<file path="config.mk">
export PLATFORM = sky130hd
export DESIGN_NAME = plot_queue_flat
export DESIGN_NICKNAME = d
export VERILOG_FILES = /design/src/rtl/plot_queue_if.sv /design/src/rtl/plot_queue.sv /design/src/flat_wrapper.sv
export SDC_FILE = /design/constraint.sdc
export NUM_CORES = 1
export LEC_CHECK = 0
export BUFFER_PORTS_ARGS = -buffer_cell sky130_fd_sc_hd__buf_2
export CORE_ASPECT_RATIO = 0.8
export CORE_MARGIN = 2
export CORE_UTILIZATION = 40
export CTS_CLUSTER_DIAMETER = 100
export DETAILED_ROUTE_END_ITERATION = 8
export GPL_ROUTABILITY_DRIVEN = 0
export GPL_TIMING_DRIVEN = 1
export PLACE_DENSITY_LB_ADDON = 0.2
export SYNTH_ARGS = -nofsm -noshare
export SYNTH_HDL_FRONTEND = slang
export SYNTH_SLANG_ARGS = --single-unit
</file>
<file path="constraint.sdc">
create_clock -name clock -period 7.3 [get_ports clock]
set_input_delay 0.73 -clock clock [delete_from_list [all_inputs] [get_ports clock]]
set_output_delay 0.73 -clock clock [all_outputs]
set_load 0.01 [all_outputs]
</file>
<file path="src/rtl/plot_queue_if.sv">
// Plot-request and VGA-adapter bus for plot_queue.
//   master : renderer side; drives plot requests and clear pulses, observes status and adapter port
//   slave  : plot_queue side; accepts requests, reports status, drives the adapter write port
// Signals:
//   in_valid/in_ready/in_x/in_y/in_colour : plot request handshake
//   clear_req/clear_colour                : full-screen clear request
//   busy/count/clip_err                   : status
//   vga_x/vga_y/vga_colour/vga_write      : adapter pixel write port
interface plot_queue_if #(
    parameter int unsigned ADDR_W = 4
);
    logic              in_valid;
    logic              in_ready;
    logic [7:0]        in_x;
    logic [6:0]        in_y;
    logic [2:0]        in_colour;
    logic              clear_req;
    logic [2:0]        clear_colour;
    logic              busy;
    logic [ADDR_W:0]   count;
    logic              clip_err;
    logic [7:0]        vga_x;
    logic [6:0]        vga_y;
    logic [2:0]        vga_colour;
    logic              vga_write;

    modport master (
        output in_valid, in_x, in_y, in_colour, clear_req, clear_colour,
        input  in_ready, busy, count, clip_err, vga_x, vga_y, vga_colour, vga_write
    );

    modport slave (
        input  in_valid, in_x, in_y, in_colour, clear_req, clear_colour,
        output in_ready, busy, count, clip_err, vga_x, vga_y, vga_colour, vga_write
    );
endinterface

</file>
<file path="src/rtl/plot_queue.sv">
// Pixel-write responder between the renderer and the VGA adapter.
// Buffers plot requests in a FIFO, drains them to the adapter at one pixel
// per cycle, clips off-screen requests, and runs a hardware full-screen clear.
// Ports:
//   clock : system clock
//   reset : asynchronous, active-high reset
//   bus   : plot_queue_if.slave (request handshake, clear request, status, adapter port)
module plot_queue #(
    parameter int unsigned DEPTH    = 16,
    parameter int unsigned ADDR_W   = 4,
    parameter int unsigned SCREEN_W = 160,
    parameter int unsigned SCREEN_H = 120
) (
    input  logic        clock,
    input  logic        reset,
    plot_queue_if.slave bus
);
    localparam int unsigned   CNT_W   = ADDR_W + 1;
    localparam logic [CNT_W-1:0] DEPTH_C = CNT_W'(DEPTH);
    localparam logic [7:0]    X_LIM   = 8'(SCREEN_W);
    localparam logic [6:0]    Y_LIM   = 7'(SCREEN_H);
    localparam logic [7:0]    X_LAST  = 8'(SCREEN_W - 1);
    localparam logic [6:0]    Y_LAST  = 7'(SCREEN_H - 1);

    typedef enum logic [1:0] {
        IDLE  = 2'd0,
        DRAIN = 2'd1,
        CLEAR = 2'd2
    } state_t;

    typedef struct packed {
        logic [7:0] x;
        logic [6:0] y;
        logic [2:0] colour;
    } pixel_t;

    pixel_t             mem [DEPTH];
    logic [ADDR_W-1:0]  wr_ptr;
    logic [ADDR_W-1:0]  rd_ptr;
    logic [CNT_W-1:0]   count;
    state_t             state;
    logic [7:0]         cx;
    logic [6:0]         cy;
    logic [2:0]         fill_colour;
    logic [7:0]         vga_x;
    logic [6:0]         vga_y;
    logic [2:0]         vga_colour;
    logic               vga_write;
    logic               clip_err;

    logic               ready;
    logic               xfer;
    logic               in_range;
    logic               push;
    logic               pop;

    // Handshake depends on registered state only, never on in_valid.
    assign ready    = (state == IDLE) && (count < DEPTH_C) && !reset;
    assign xfer     = bus.in_valid && ready;
    assign in_range = (bus.in_x < X_LIM) && (bus.in_y < Y_LIM);
    assign push     = xfer && in_range;
    // The FIFO only drains outside a clear; CLEAR owns the adapter port.
    assign pop      = ((state == IDLE) || (state == DRAIN)) && (count != '0);

    assign bus.in_ready   = ready;
    assign bus.count      = count;
    assign bus.clip_err   = clip_err;
    assign bus.vga_x      = vga_x;
    assign bus.vga_y      = vga_y;
    assign bus.vga_colour = vga_colour;
    assign bus.vga_write  = vga_write;
    assign bus.busy       = (count != '0) || (state != IDLE) || vga_write;

    // FIFO storage; contents need no reset since pointers gate every read.
    always_ff @(posedge clock) begin
        if (push) begin
            mem[wr_ptr] <= '{x: bus.in_x, y: bus.in_y, colour: bus.in_colour};
        end
    end

    // Pointers, occupancy, sequencing and the registered adapter port.
    always_ff @(posedge clock or posedge reset) begin
        if (reset) begin
            wr_ptr      <= '0;
            rd_ptr      <= '0;
            count       <= '0;
            state       <= IDLE;
            cx          <= '0;
            cy          <= '0;
            fill_colour <= '0;
            vga_x       <= '0;
            vga_y       <= '0;
            vga_colour  <= '0;
            vga_write   <= 1'b0;
            clip_err    <= 1'b0;
        end else begin
            vga_write <= 1'b0;

            if (push) begin
                wr_ptr <= wr_ptr + ADDR_W'(1);
            end

            if (pop) begin
                rd_ptr     <= rd_ptr + ADDR_W'(1);
                vga_x      <= mem[rd_ptr].x;
                vga_y      <= mem[rd_ptr].y;
                vga_colour <= mem[rd_ptr].colour;
                vga_write  <= 1'b1;
            end

            // Simultaneous push and pop leaves the occupancy unchanged.
            count <= count + CNT_W'(push) - CNT_W'(pop);

            // Off-screen requests are consumed but dropped, and flagged until reset.
            if (xfer && !in_range) begin
                clip_err <= 1'b1;
            end

            case (state)
                IDLE: begin
                    if (bus.clear_req) begin
                        fill_colour <= bus.clear_colour;
                        state       <= DRAIN;
                    end
                end
                DRAIN: begin
                    // Queued pixels land before the clear so the clear wins visually.
                    if (count == '0) begin
                        cx    <= '0;
                        cy    <= '0;
                        state <= CLEAR;
                    end
                end
                CLEAR: begin
                    vga_x      <= cx;
                    vga_y      <= cy;
                    vga_colour <= fill_colour;
                    vga_write  <= 1'b1;
                    // Raster order: x fastest, y on x wrap; the last pixel ends the clear.
                    if (cx == X_LAST) begin
                        cx <= '0;
                        if (cy == Y_LAST) begin
                            state <= IDLE;
                        end else begin
                            cy <= cy + 7'd1;
                        end
                    end else begin
                        cx <= cx + 8'd1;
                    end
                end
                default: begin
                    state <= IDLE;
                end
            endcase
        end
    end
endmodule

</file>
<file path="src/flat_wrapper.sv">
// flat-port wrapper written by rule: the top's interface ports become plain ports
module plot_queue_flat 
#(
    parameter int unsigned DEPTH    = 16,
    parameter int unsigned ADDR_W   = 4,
    parameter int unsigned SCREEN_W = 160,
    parameter int unsigned SCREEN_H = 120
)
  (clock, reset, bus_in_valid, bus_in_x, bus_in_y, bus_in_colour, bus_clear_req, bus_clear_colour, bus_in_ready, bus_busy, bus_count, bus_clip_err, bus_vga_x, bus_vga_y, bus_vga_colour, bus_vga_write);
  plot_queue_if #(.ADDR_W(ADDR_W)) bus_i ();
  input  logic clock;
  input  logic reset;
  input wire logic [$bits(bus_i.in_valid)-1:0] bus_in_valid;
  input wire logic [$bits(bus_i.in_x)-1:0] bus_in_x;
  input wire logic [$bits(bus_i.in_y)-1:0] bus_in_y;
  input wire logic [$bits(bus_i.in_colour)-1:0] bus_in_colour;
  input wire logic [$bits(bus_i.clear_req)-1:0] bus_clear_req;
  input wire logic [$bits(bus_i.clear_colour)-1:0] bus_clear_colour;
  output wire logic [$bits(bus_i.in_ready)-1:0] bus_in_ready;
  output wire logic [$bits(bus_i.busy)-1:0] bus_busy;
  output wire logic [$bits(bus_i.count)-1:0] bus_count;
  output wire logic [$bits(bus_i.clip_err)-1:0] bus_clip_err;
  output wire logic [$bits(bus_i.vga_x)-1:0] bus_vga_x;
  output wire logic [$bits(bus_i.vga_y)-1:0] bus_vga_y;
  output wire logic [$bits(bus_i.vga_colour)-1:0] bus_vga_colour;
  output wire logic [$bits(bus_i.vga_write)-1:0] bus_vga_write;
  assign bus_i.in_valid = bus_in_valid;
  assign bus_i.in_x = bus_in_x;
  assign bus_i.in_y = bus_in_y;
  assign bus_i.in_colour = bus_in_colour;
  assign bus_i.clear_req = bus_clear_req;
  assign bus_i.clear_colour = bus_clear_colour;
  assign bus_in_ready = bus_i.in_ready;
  assign bus_busy = bus_i.busy;
  assign bus_count = bus_i.count;
  assign bus_clip_err = bus_i.clip_err;
  assign bus_vga_x = bus_i.vga_x;
  assign bus_vga_y = bus_i.vga_y;
  assign bus_vga_colour = bus_i.vga_colour;
  assign bus_vga_write = bus_i.vga_write;
  plot_queue #(.DEPTH(DEPTH), .ADDR_W(ADDR_W), .SCREEN_W(SCREEN_W), .SCREEN_H(SCREEN_H)) u_core (.clock(clock), .reset(reset), .bus(bus_i));
endmodule
</file>
==> metrics.md <==
| Metric | Value |
|---|---|
| Buffers plus inverters on the worst setup path | `0` |
| Type of the worst setup path | `flop to flop` |
| Initial Util | `between 40% and 50%` |
| Fmax | `261.4 MHz` |
| CTS Buffer Depth | `3` |
| Detailed-router iteration count before antenna repair | `5` |
| Worst flop-to-flop path startpoint | `u_core.state[0]` |
| PwrDens | `358.2 nW/µm²` |
| Max-cap check violation count | `0` |
| Delay contributed by the slowest stage of the critical path | `around 0.93 ns` |
| Setup repair after global routing missed its margin | `no` |
| Instance area after placement | `14360 µm²` |
| Uppermost routed layer | `met4` |
| Post-Route Setup TNS | `0 ns` |
| Crit path capture type | `flop` |
| Slowest-stage cell, CP | `sky130_fd_sc_hd__nor2_2` |
| Crit path depth | `4` |
| Fraction of the cycle the final worst path needs | `52.41%` |
| Post-synth cell types | `44` |
| Wire length of the first global-routing pass | `between 40 and 50 mm` |
| Total power | `5.504 mW` |
| Wire length on met3 | `1.931 mm` |
| CTS tree | `done` |
| Maximum VDD drop | `about 0.18 mV` |
| Hold-fix buffer count after cts | `0` |
| Leak Pwr | `5.198 nW` |
| Chip width | `between 200 and 250 µm` |
| Maximum fanout along the worst path | `23` |
| Total Die Area | `roughly 35000 µm²` |
| # Post-CTS Setup Buffers | `0` |
| Avg Vias per Cell | `5.655` |
| Maximum number of pins on one net before global-route repair | `72` |
| Antenna cells | `0` |
| Number of port buffers | `51` |
| Finished Layout Cells | `1232` |
| NumNets Final | `816` |
| Remaining design rule violation count | `0` |
| Worst setup path end | `u_core.mem[15][5]` |
| Post-Syn Area | `13560 µm²` |
| Setup-violating endpoint count in the final report | `0` |
| Core area | `~33000 µm²` |
| Number of placed I/O pins | `52` |
| Net Count, Synth | `between 700 and 800` |
| Post-synth EDFFs | `288` |
| Most common flop cell mapped by yosys | `sky130_fd_sc_hd__edfxtp_1` |
| Share of synthesized area occupied by flip-flops and latches | `73.57%` |
| Path depth of the worst reg2reg path | `4` |
| Number of routed nets with antenna violations | `0` |
| DR WL met2 | `about 14 mm` |
| Clock root buffer | `sky130_fd_sc_hd__clkbuf_16` |
| Congestion Overflow GR | `0` |
| Synthesized area divided by synthesized cell count | `about 19 µm²` |
| Critical path launch point type | `flop` |
| Number of buffers added by the clock tree synthesis step | `35` |
| Final Instance Area | `15370 µm²` |
| Placed cell count | `1174` |
| Total Routing Usage GR | `17.74%` |
| Post-cts sizing count | `0` |
| Std-Cell Rows | `60` |
| Half-perimeter wire length after placement | `19.56 mm` |
| Worst setup path start | `u_core.state[0]` |
| Clock Latency Late Sink | `0.52 ns` |
| Number of antenna violations at the first check in global routing | `0` |
| Post-detailed-route wirelength per cell | `24.94 µm` |
| Area taken by flip-flops and latches | `roughly 10000 µm²` |
| Clock slew at the register clock pins of the worst setup and hold paths | `0.06 ns` |
| Clock sink total | `341` |
| Area growth, synth to finish | `13.34%` |
| Slew at the pin with the worst max-slew slack | `1.121 ns` |
| Endpoint required time on the critical path | `7.43 ns` |
| Max-slew violation total from the final report | `0` |
| Final number of hold-violating endpoints | `0` |
| Combined area of the multi-input logic cells | `3450 µm²` |
| FFs w/ async S/R, synth | `15.54%` |
| Setup slack of the most critical reg-to-reg path | `3.47 ns` |
| Detailed-routing wirelength on met1 | `14.56 mm` |
| FILL cells | `2835` |
| Util after Layout | `between 40% and 50%` |
| Final min period | `about 3.8 ns` |
| Critical Path, Cell by Cell | `nor4_1 -> and4_1 -> nand2_1 -> nor2_2` |
| Initial detailed-routing violation count | `743` |
| Class of the tightest hold or removal check | `input port to asynchronous set/reset pin` |
| Worst EP arrival | `3.95 ns` |
| Number of synthesis warnings | `0` |
| Vias in the first global route | `between 7000 and 8000` |
| Total wirelength of the detailed-routed design | `between 30 and 40 mm` |
| Largest delay share family, worst path | `simple AND/OR/NAND/NOR gates` |
| Capturing point of the worst reg2reg path | `u_core.mem[15][5]` |
| Clk_skew | `around 0.022 ns` |
| FF+latch count, synth | `341` |
| Overall via count from detail_route | `6967` |
| Share of final-layout standard cells stronger than drive strength 1 | `25.94%` |
| H-tree lvl count | `2` |
| Max-slew headroom at the worst pin | `24.60%` |
| Cell count after synthesis | `712` |
| Result of the run | `finished, final reports clean` |
| Die Height | `between 150 and 200 µm` |
-- state kept, by name (all words and copies together) (netlist names), 2 cells and up --
| name | cells |
|---|---|
| u_core.bus.vga_colour | 3 |
| u_core.fill_colour | 3 |
| u_core.state | 2 |
| u_core.bus.vga_x | 8 |
| u_core.bus.count | 5 |
| u_core.mem | 288 |
| u_core.cy | 7 |
| u_core.bus.vga_y | 7 |
| u_core.wr_ptr | 4 |
| u_core.cx | 8 |
| u_core.rd_ptr | 4 |
-- layout make-up --
class | instances | share of cell area [%]
multi-input combinational | 325 | 22.45
tap | 434 | 3.534
clock buffer | 48 | 6.294
sequential | 341 | 64.95
timing repair buffer | 62 | 2.199
clock inverter | 10 | 0.2850
inverter | 12 | 0.2931
-- layout by cell type (no fill, tap or decap), types with 3 or more instances in the layout --
cell type / netlist / final
sky130_fd_sc_hd__edfxtp_1: 288 / 288
sky130_fd_sc_hd__mux4_2: 73 / 73
sky130_fd_sc_hd__buf_2: 12 / 51
sky130_fd_sc_hd__dfrtp_1: 53 / 51
sky130_fd_sc_hd__clkbuf_16: 0 / 37
sky130_fd_sc_hd__mux2i_1: 32 / 32
sky130_fd_sc_hd__nand2_1: 29 / 29
sky130_fd_sc_hd__nor2_1: 33 / 21
sky130_fd_sc_hd__a21oi_1: 18 / 18
sky130_fd_sc_hd__o211ai_1: 17 / 17
sky130_fd_sc_hd__o21ai_0: 14 / 14
sky130_fd_sc_hd__ha_1: 13 / 13
sky130_fd_sc_hd__a22oi_1: 12 / 12
sky130_fd_sc_hd__nor2_2: 0 / 12
sky130_fd_sc_hd__inv_1: 12 / 11
sky130_fd_sc_hd__clkbuf_1: 15 / 11
sky130_fd_sc_hd__buf_4: 2 / 11
sky130_fd_sc_hd__nand3_1: 8 / 8
sky130_fd_sc_hd__xnor2_1: 7 / 7
sky130_fd_sc_hd__xor2_1: 6 / 6
sky130_fd_sc_hd__nor4_1: 6 / 6
sky130_fd_sc_hd__mux2_2: 6 / 6
sky130_fd_sc_hd__a222oi_1: 5 / 5
sky130_fd_sc_hd__nor3_2: 0 / 5
sky130_fd_sc_hd__clkinv_1: 0 / 5
sky130_fd_sc_hd__clkinv_2: 0 / 5
sky130_fd_sc_hd__nand4_1: 4 / 4
sky130_fd_sc_hd__or3_1: 4 / 4
sky130_fd_sc_hd__and3_1: 3 / 3
sky130_fd_sc_hd__nand2b_1: 3 / 3
sky130_fd_sc_hd__nor3b_1: 3 / 3
sky130_fd_sc_hd__or4_1: 3 / 3
-- power by group --
part | switching, mW | internal (mW) | leakage [nW]
Clock | 0.693 | 0.921 | 0.496
Combinational | 0.778 | 0.686 | 1.46
Sequential | 0.192 | 2.23 | 3.25
Total | 1.66 | 3.84 | 5.20
-- per-stage QoR --
| step | worst slack [ns] | hold WS [ns] |
|---|---|---|
| 2_1_floorplan | 3.737 | 0.4800 |
| 3_3_place_gp | 3.648 | 0.4921 |
| 3_5_place_dp | 3.389 | 0.4880 |
| 4_1_cts | 3.451 | 0.3342 |
| 5_1_grt | 3.274 | 0.3803 |
| 6_report | 3.474 | 0.3251 |
-- logic make-up after synthesis --
group / after synthesis / synth area share, %
DFF: 341 / 73.57
and+or+nand+nor: 112 / 4.153
muxes: 111 / 14.99
AOI/OAI and AO/OA: 75 / 3.664
buffers and inverters: 46 / 1.440
adders and majority gates: 14 / 1.347
xor gates and xnor gates: 13 / 0.8398
-- cells in the mapped netlist (5+ instances only) --
library cell | number | share of area [%]
sky130_fd_sc_hd__nor3_1 | 6 | 0.22
sky130_fd_sc_hd__ha_1 | 13 | 1.2
sky130_fd_sc_hd__dfrtp_1 | 53 | 9.8
sky130_fd_sc_hd__nand3_1 | 8 | 0.30
sky130_fd_sc_hd__clkbuf_1 | 15 | 0.42
sky130_fd_sc_hd__mux2_2 | 6 | 0.50
sky130_fd_sc_hd__a222oi_1 | 5 | 0.37
sky130_fd_sc_hd__buf_2 | 12 | 0.44
sky130_fd_sc_hd__a22oi_1 | 12 | 0.66
sky130_fd_sc_hd__xnor2_1 | 7 | 0.45
sky130_fd_sc_hd__a21oi_1 | 18 | 0.66
sky130_fd_sc_hd__inv_1 | 12 | 0.33
sky130_fd_sc_hd__mux2i_1 | 32 | 2.4
sky130_fd_sc_hd__nor2_1 | 33 | 0.91
sky130_fd_sc_hd__xor2_1 | 6 | 0.39
sky130_fd_sc_hd__o21ai_0 | 14 | 0.52
sky130_fd_sc_hd__mux4_2 | 73 | 12
sky130_fd_sc_hd__nor4_1 | 6 | 0.28
sky130_fd_sc_hd__nand2_1 | 29 | 0.80
sky130_fd_sc_hd__buf_1 | 5 | 0.14
sky130_fd_sc_hd__edfxtp_1 | 288 | 64
sky130_fd_sc_hd__o211ai_1 | 17 | 0.94
-- per-layer routing --
metal / track usage (%) / up-vias
li1: - / 3015
met5: 0 / -
met3: 3.692 / 44
met4: 4.718 / 0
met1: 26.55 / 3664
met2: 26.61 / 244
-- worst min-delay path by stage --
stage,startpoint,endpoint,slack (ns),cells after the start
2_1_floorplan,u_core.fill_colour[0],u_core.fill_colour[0],0.48,1
3_3_place_gp,u_core.bus.clip_err,u_core.bus.clip_err,0.49,1
3_5_place_dp,u_core.bus.clip_err,u_core.bus.clip_err,0.49,1
4_1_cts,reset,u_core.cx[6],0.33,2
5_1_grt,reset,u_core.cx[6],0.38,2
6_report,reset,u_core.cy[0],0.33,2
No activity file was read; power rests on OpenSTA's default activity.
